`config.mk`:
```
export PLATFORM = sky130hd
export DESIGN_NAME = key_debounce_repeat
export DESIGN_NICKNAME = d
export VERILOG_FILES = /design/src/rtl/key_debounce_repeat.sv
export SDC_FILE = /design/constraint.sdc
export NUM_CORES = 1
export LEC_CHECK = 0
export ABC_CLOCK_PERIOD_IN_PS = 2400
export CELL_PAD_IN_SITES_DETAIL_PLACEMENT = 0
export CELL_PAD_IN_SITES_GLOBAL_PLACEMENT = 1
export CORE_MARGIN = 3
export CORE_UTILIZATION = 32
export CTS_CLUSTER_SIZE = 8
export DETAILED_ROUTE_END_ITERATION = 7
export DONT_BUFFER_PORTS = 1
export GPL_TIMING_DRIVEN = 0
export PLACE_DENSITY = 0.6
export SYNTH_ARGS = -nofsm -noshare
export SYNTH_HDL_FRONTEND = slang
export SYNTH_SLANG_ARGS = --single-unit
export TNS_END_PERCENT = 30
```
`constraint.sdc`:
```
create_clock -name clk -period 2.4 [get_ports clk]
set_input_delay 0.12 -clock clk [delete_from_list [all_inputs] [get_ports clk]]
set_output_delay 0.12 -clock clk [all_outputs]
set_load 0.02 [all_outputs]
```
`src/rtl/key_debounce_repeat.sv`:
```
// Push-button conditioner: 2-FF sync, debounce, hold-to-repeat.
// Per key: debounced level, press pulse (with repeat), release pulse.
module key_debounce_repeat #(
   parameter int N_KEYS              = 2,
   parameter int DEBOUNCE_CYCLES     = 500_000,
   parameter int REPEAT_DELAY_CYCLES = 25_000_000,
   parameter int REPEAT_RATE_CYCLES  = 5_000_000
) (
   input  logic              clk,
   input  logic              reset,
   input  logic [N_KEYS-1:0] key_n,
   output logic [N_KEYS-1:0] key_level,
   output logic [N_KEYS-1:0] key_press,
   output logic [N_KEYS-1:0] key_release
);

   localparam int MAX_A =
      (DEBOUNCE_CYCLES > REPEAT_DELAY_CYCLES) ?
      DEBOUNCE_CYCLES : REPEAT_DELAY_CYCLES;
   localparam int MAX_P =
      (MAX_A > REPEAT_RATE_CYCLES) ? MAX_A : REPEAT_RATE_CYCLES;
   localparam int CW = $clog2(MAX_P) + 1;

   localparam logic [CW-1:0] DEB_LAST = CW'(DEBOUNCE_CYCLES - 1);
   localparam logic [CW-1:0] DLY_LAST =
      CW'((REPEAT_DELAY_CYCLES == 0) ? 0 : REPEAT_DELAY_CYCLES - 1);
   localparam logic [CW-1:0] RPT_LAST = CW'(REPEAT_RATE_CYCLES - 1);
   localparam logic [CW-1:0] CNT_MAX  = '1;
   localparam logic          RPT_EN   = (REPEAT_DELAY_CYCLES != 0);

   typedef enum logic [2:0] {
      S_IDLE,
      S_DEB_P,
      S_HELD_DLY,
      S_HELD_RPT,
      S_DEB_R
   } state_t;

   logic [N_KEYS-1:0] r_sync1;
   logic [N_KEYS-1:0] r_sync2;
   logic [N_KEYS-1:0] w_s;

   // Two-stage synchronizer; resets to "released"
   always_ff @(posedge clk or negedge reset) begin
      if (!reset) begin
         r_sync1 <= '1;
         r_sync2 <= '1;
      end else begin
         r_sync1 <= key_n;
         r_sync2 <= r_sync1;
      end
   end

   assign w_s = ~r_sync2;

   for (genvar g = 0; g < N_KEYS; g++) begin : g_key
      state_t        r_state;
      state_t        w_state_nxt;
      logic [CW-1:0] r_cnt;
      logic [CW-1:0] w_cnt_nxt;
      logic          r_level;
      logic          w_level_nxt;
      logic          r_press;
      logic          w_press_nxt;
      logic          r_rel;
      logic          w_rel_nxt;

      // State, counter and registered outputs
      always_ff @(posedge clk or negedge reset) begin
         if (!reset) begin
            r_state <= S_IDLE;
            r_cnt   <= '0;
            r_level <= 1'b0;
            r_press <= 1'b0;
            r_rel   <= 1'b0;
         end else begin
            r_state <= w_state_nxt;
            r_cnt   <= w_cnt_nxt;
            r_level <= w_level_nxt;
            r_press <= w_press_nxt;
            r_rel   <= w_rel_nxt;
         end
      end

      // Next state; every transition reloads the counter
      always_comb begin
         w_state_nxt = r_state;
         w_cnt_nxt   = r_cnt + 1'b1;
         w_level_nxt = r_level;
         w_press_nxt = 1'b0;
         w_rel_nxt   = 1'b0;
         unique case (r_state)
            S_IDLE: begin
               w_level_nxt = 1'b0;
               w_cnt_nxt   = '0;
               if (w_s[g]) w_state_nxt = S_DEB_P;
            end
            S_DEB_P: begin
               if (!w_s[g]) begin
                  w_state_nxt = S_IDLE;
                  w_cnt_nxt   = '0;
               end else if (r_cnt == DEB_LAST) begin
                  w_state_nxt = S_HELD_DLY;
                  w_cnt_nxt   = '0;
                  w_level_nxt = 1'b1;
                  w_press_nxt = 1'b1;
               end
            end
            S_HELD_DLY: begin
               if (!w_s[g]) begin
                  w_state_nxt = S_DEB_R;
                  w_cnt_nxt   = '0;
               end else if (RPT_EN && r_cnt == DLY_LAST) begin
                  w_state_nxt = S_HELD_RPT;
                  w_cnt_nxt   = '0;
                  w_press_nxt = 1'b1;
               end else if (r_cnt == CNT_MAX) begin
                  w_cnt_nxt   = r_cnt;
               end
            end
            S_HELD_RPT: begin
               if (!w_s[g]) begin
                  w_state_nxt = S_DEB_R;
                  w_cnt_nxt   = '0;
               end else if (r_cnt == RPT_LAST) begin
                  w_cnt_nxt   = '0;
                  w_press_nxt = 1'b1;
               end
            end
            S_DEB_R: begin
               if (w_s[g]) begin
                  w_state_nxt = S_HELD_DLY;
                  w_cnt_nxt   = '0;
               end else if (r_cnt == DEB_LAST) begin
                  w_state_nxt = S_IDLE;
                  w_cnt_nxt   = '0;
                  w_level_nxt = 1'b0;
                  w_rel_nxt   = 1'b1;
               end
            end
            default: begin
               w_state_nxt = S_IDLE;
               w_cnt_nxt   = '0;
               w_level_nxt = 1'b0;
            end
         endcase
      end

      assign key_level[g]   = r_level;
      assign key_press[g]   = r_press;
      assign key_release[g] = r_rel;
   end

endmodule

```
Word level (Yosys, flattened, before mapping) --
Cells that the tools add are included.
Word-level totals: register bits 68, bits in latches 0, RAM bits 0, bits in read-only memories 0, bits of input ports 4, output and inout bits 6, memories kept 0
Cells by class: add/sub/neg operators 2, multipliers 0, div/mod/pow operators 0, order comparisons 0, equal/unequal tests 36, shifts and indexed selects 0, muxes and demuxes 64, bitwise gates (word level) 3, reduce and logical (&&, ||, !) cells 8
Operator list (count):
- $mux 26 | 16
- $pmux 26 s4 | 2
- $add 26x1->26 const B | 2
- $eq 26x19->1 const B | 2
- $eq 26x23->1 const B | 2
- $eq 26x25->1 const B | 2
- $eq 26x26->1 const B | 2
- $mux 3 | 16
- $pmux 3 s5 | 2
- $mux 1 | 24
- $ne 2x2->1 const B | 12
- $reduce_and 5->1 | 4
- $ne 3x3->1 const B | 6
- $eq 3x2->1 const B | 4
- $pmux 1 s3 | 4
- $ne 4x4->1 const B | 2
- $eq 3x1->1 const B | 2
- $eq 3x3->1 const B | 2
- $logic_not 3->1 | 2
- $reduce_or 2->1 | 2
- $not 1->1 | 2
- $not 2->2 | 1

Longest topological paths before layout --
word-level depth 5, mapped depth 9

Worst setup path before layout --
No wires, ideal clock.
path kind flip-flop to flip-flop, start register g_key[0].r_cnt[0], end register g_key[0].r_cnt[7], library setup time 118 ps, arrival 2089 ps, required time 2282 ps, setup slack 193 ps, cell stages (with the launch flop) 9, clock period less this slack 2207 ps, path through dfrtp_1 ha_1 nand4_2 or4_1 or3_1 buf_6 nand4_1 xor2_1 nor2_1
Between the ends: cells in the longest elaborated chain, start to end 5
Ends and longest elaborated chain:
- start, declared | RTL line 59 | logic [CW-1:0] r_cnt;
- start signal, assigned | RTL line 78 | r_cnt <= w_cnt_nxt;
- $add 26x1->26 | RTL line 88 | w_cnt_nxt = r_cnt + 1'b1;
- $mux 26 | RTL line 117 | end else if (r_cnt == CNT_MAX) begin
- $mux 26 | RTL line 113 | end else if (RPT_EN && r_cnt == DLY_LAST) begin
- $mux 26 | RTL line 110 | if (!w_s[g]) begin
- $pmux 26 s4 | RTL line 92 | unique case (r_state)
Parallel ways exist; a longest one is shown, timed or not. The select of a mux whose other input is x is not followed. A chain may end at the register's enable or synchronous reset.

Worst setup path in the final report --
start register g_key[0].r_cnt[16], end register g_key[0].r_cnt[9]
Between the ends: cells in the longest elaborated chain, start to end 4
Ends and longest elaborated chain (RTL line):
- $eq 26x19->1 (tied with other cells) | 102, 134
- $mux 26 (on tied branches) (2 in series)
- $pmux 26 s4 | 92
Parallel ways exist; a longest one is shown, timed or not.

==> results.rst <==
.. list-table::
   :header-rows: 1

   * - Metric
     - Value
   * - Distinct cells, synth
     - 53
   * - Initial antenna violation count
     - 0
   * - Number of enable-type register cells in the synthesized netlist
     - 0
   * - Endpoint type of the worst setup path
     - register
   * - Number of register bits inferred by synthesis
     - a little under 70
   * - Required @ worst endpoint
     - about 2.6 ns
   * - Fraction of the mapped netlist area in compound gates
     - 0.0666
   * - Total via count in the routed design
     - 3058
   * - Main combinational cell family by area after synthesis
     - simple AND/OR/NAND/NOR gates
   * - Sequential fraction of the synthesis area
     - 0.454
   * - Total nets after synthesis
     - around 410
   * - Number of inserted filler cells in the final layout
     - ~1100
   * - Congestion Overflow GR
     - 0
   * - TritonCTS Buffers
     - 9
   * - Register-to-register setup slack
     - 0.14 ns
   * - Number of antenna cells inserted
     - 0
   * - Placed cells
     - 548
   * - Post-Syn Area per Cell
     - between 9 and 10 um2
   * - Synthesized area
     - between 3000 and 4000 um2
   * - Wire length of the first global-routing pass
     - between 15000 and 20000 um
   * - Share of flip-flops with an asynchronous set or reset after synthesis
     - 1.00
   * - Count of placed standard cells in the final layout, fillers left out
     - 582
   * - Source-to-sink clock delay at the later pin of the worst-skew pair
     - about 0.33 ns
   * - Number of max-slew violations in the final report
     - 0
   * - Primary FF master, synth
     - sky130_fd_sc_hd__dfrtp_1
   * - Remaining max-slew budget at the tightest pin
     - 0.615
   * - Mean number of vias per cell
     - between 5 and 6
   * - Outcome
     - complete, no violations
   * - Post-detail-place hpwl
     - roughly 6100 um
   * - Last element of the critical path
     - g_key[0].r_cnt[9]$_DFFE_PN0P_
   * - Worst hold-check path type
     - input pin to register
   * - CP Launch Type
     - register
   * - Post-route clock period utilization
     - 0.942
   * - Final layout net count
     - approximately 440
   * - Die boundary height
     - roughly 110 um
   * - Largest net degree at the start of global routing
     - between 60 and 70
   * - Max FO, Critical Path
     - 9
   * - Critical Setup Path Class
     - register to register
   * - Pwr Density
     - roughly 570 nW/um2
   * - Maximum clock path buffer count
     - 2
   * - Worst slew pin tran
     - between 0.5 and 0.6 ns
   * - Peak ir drop on the vdd network
     - between 0.4 and 0.5 mV
   * - Initial core utilization
     - 0.336
   * - Clock transition at path regs
     - ~0.050 ns
   * - Adder-cell area share of the yosys netlist
     - 0.00666
   * - Number of input and output port buffers inserted
     - 0
   * - Die Outline Area
     - approximately 13000 um2
   * - RSZ-0062 raised after global routing
     - yes
   * - Multiplexer share of the synthesized area
     - 0
   * - Number of DRC violations after detailed routing
     - 0
   * - End of the worst register-to-register path
     - g_key[0].r_cnt[9]$_DFFE_PN0P_
   * - Clock tree from TritonCTS
     - yes
   * - Synth Area in Simple Gates
     - 0.329
   * - Detailed Routing Iterations Pass 1
     - 4
   * - Total leakage power
     - between 1.5 and 2 nW
   * - Routability Congestion
     - 0.779
   * - Starting DRT DRC Count
     - roughly 360
   * - Cell count after synthesis
     - 408
   * - Achievable frequency
     - roughly 440 MHz
   * - Reported max-cap violation count
     - 0
   * - Vias in the first global route
     - 3048
   * - YS warnings
     - 0
   * - Minimum period implied by the final worst setup slack
     - roughly 2.3 ns
   * - Post-synthesis cell type with the largest combined area
     - sky130_fd_sc_hd__dfrtp_1
   * - Final number of hold-violating endpoints
     - 0
   * - Synth top area cells
     - sky130_fd_sc_hd__dfrtp_1 (43%), sky130_fd_sc_hd__nor2_1 (6.6%), sky130_fd_sc_hd__xor2_1 (6.1%)
   * - Reg-to-reg startpoint
     - g_key[0].r_cnt[16]$_DFFE_PN0P_
   * - Clock sinks
     - 68
   * - Share of layout cells above drive strength 1
     - 0.172
   * - IO Count
     - 10
   * - Clock tree skew after final layout
     - 0.00615 ns
   * - Placeable core region
     - 11200 um2
   * - Layout Area Growth over Synthesis
     - 20.2%
   * - Cell count of the worst reg-to-reg path
     - 7
   * - Worst Path Arrival
     - around 2.5 ns
   * - Launch point of the critical path
     - g_key[0].r_cnt[16]$_DFFE_PN0P_
   * - Number of endpoints failing setup at the final stage
     - 0
   * - FP Rows
     - 38
   * - CTS root buf
     - sky130_fd_sc_hd__clkbuf_16
   * - Total Neg Setup Slack
     - 0 ns
   * - Horizontal die dimension
     - around 110 um
   * - Depth of the CTS H-tree
     - 3
   * - Post-Synth XOR/XNOR Area
     - 0.0979
   * - Overall routed net length
     - about 9000 um
   * - Final antenna-violating net count
     - 0
   * - Top cell type's share of synthesized area
     - 0.426
   * - GRT Total Usage
     - 0.153
   * - Avg WL per Cell
     - 15.7 um
-- worst min path at each step --
stage | start | slack [ns] | end | cells past startpoint
floorplan | reset | -0.18 | g_key[0].r_cnt[0]$_DFFE_PN0P_ | 0
global placement | reset | -0.17 | g_key[0].r_cnt[12]$_DFFE_PN0P_ | 0
detailed placement | reset | -0.17 | g_key[0].r_cnt[12]$_DFFE_PN0P_ | 0
CTS | key_n[0] | 0.33 | r_sync1[0]$_DFF_PN1_ | 1
global route | key_n[0] | 0.33 | r_sync1[0]$_DFF_PN1_ | 1
finish | key_n[1] | 0.34 | r_sync1[1]$_DFF_PN1_ | 1
-- power breakdown --
| group | internal (W) | total (W) | switching [W] |
|---|---|---|---|
| registers | 0.00116 | 0.00117 | 0.00000895 |
| clock network | 0.000812 | 0.00130 | 0.000488 |
| logic | 0.0000348 | 0.0000917 | 0.0000569 |
-- layout make-up --
class	instances	area, um2	share of cell area
Clock inverter	1	5.00	0.00111
Inverter	6	22.5	0.00499
Multi-Input combinational cell	311	1980	0.438
Sequential cell	68	1710	0.380
Timing Repair Buffer	18	176	0.0391
Clock buffer	15	288	0.0637
Tap cell	140	175	0.0388
Buffer	23	155	0.0344
-- through the flow --
step | total power, W | setup slack, ns | area (um2) | hold slack [ns] | util
2_1_floorplan | 0.00122 | 0.193 | 3760 | -0.176 | -
3_3_place_gp | 0.00123 | -0.334 | 3930 | -0.174 | 0.352
3_5_place_dp | 0.00123 | -0.361 | 3930 | -0.174 | 0.352
4_1_cts | 0.00259 | -0.0286 | 4360 | 0.328 | 0.391
5_1_grt | 0.00266 | -0.0179 | 4520 | 0.326 | 0.404
6_report | 0.00256 | 0.139 | 4520 | 0.336 | 0.404
-- cells by family (layout without fill, tap and decap cells) --
kind of cell | after synthesis | count (layout)
AND/OR/NAND/NOR | 228 | 228
flip-flops | 68 | 68
XOR/XNOR | 42 | 42
AO/OA/AOI/OAI | 39 | 39
buffers and inverters | 29 | 63
adder cells (fa/ha/maj) | 2 | 2
-- per-layer routing --
metal  track usage  part of all wire  vias up
met4        0.0523             0.012        0
met2         0.215              0.42       67
li1              -                 -     1507
met1         0.230              0.52     1476
met3        0.0333             0.043        8
met5             0                 0        -
-- cells in the final DEF (no fill, tap or decap), drive strengths merged, types with 2 or more instances in the layout --
master       synthesis  layout
o22ai                2       2
nand2b               2       2
o21ai               14      14
and3                10      10
inv                  6       6
o21a                 3       3
ha                   2       2
a211oi               2       2
or4b                 3       3
nor2b                2       2
dfstp                4       4
nand4b               4       4
nor3b                3       3
o32ai                2       2
dfrtp               64      64
nor4                11      11
nand2               32      32
nor2                66      66
a31oi                2       2
a21oi                8       8
nand3               28      28
and4                 8       8
or4                  4       4
xnor2               16      16
nand4               20      20
or2                  2       2
and2                 5       5
or3                  3       3
xor2                26      26
buf                 14      29
clkbuf               9      24
nor3                20      20
dlygate4sd3          0       3
-- critical path: stages, from the launching register on --
cell	delay, ns
sky130_fd_sc_hd__dfrtp_1	0.45
sky130_fd_sc_hd__nand4_1	0.22
sky130_fd_sc_hd__or4b_4	0.60
sky130_fd_sc_hd__or3_1	0.40
sky130_fd_sc_hd__buf_6	0.15
sky130_fd_sc_hd__nand4b_1	0.10
sky130_fd_sc_hd__xor2_1	0.16
sky130_fd_sc_hd__nor2_1	0.05
-- Yosys cell counts (all sizes together), types with 3 or more instances --
library cell and number:
a21oi 8, dfstp 4, nand3 28, o21a 3
and4 8, dfrtp 64, nor3b 3, nand4 20
and3 10, clkbuf 9, xnor2 16, nor4 11
and2 5, or3 3, inv 6, nand4b 4
nand2 32, or4b 3, xor2 26, buf 14
nor3 20, nor2 66, or4 4, o21ai 14
-- flip-flops by register name (all words and copies together), names as in the netlist --
register       count
g_key.r_cnt       52
g_key.r_state      6
g_key.r_level      2
r_sync2            2
g_key.r_press      2
g_key.r_rel        2
r_sync1            2
-- what timing repair did --
| item | CTS | global route |
|---|---|---|
| hold buffers | 4 | 0 |
| gates resized for setup | 6 | 21 |
| cloned | 0 | 1 |
| pin swaps | 4 | 4 |
| hold endpoints to repair | 70 | 0 |
| buffers inserted | 5 | 8 |
| endpoints found under the setup margin | 29 | 50 |
No activity file was read; power rests on OpenSTA's default activity.
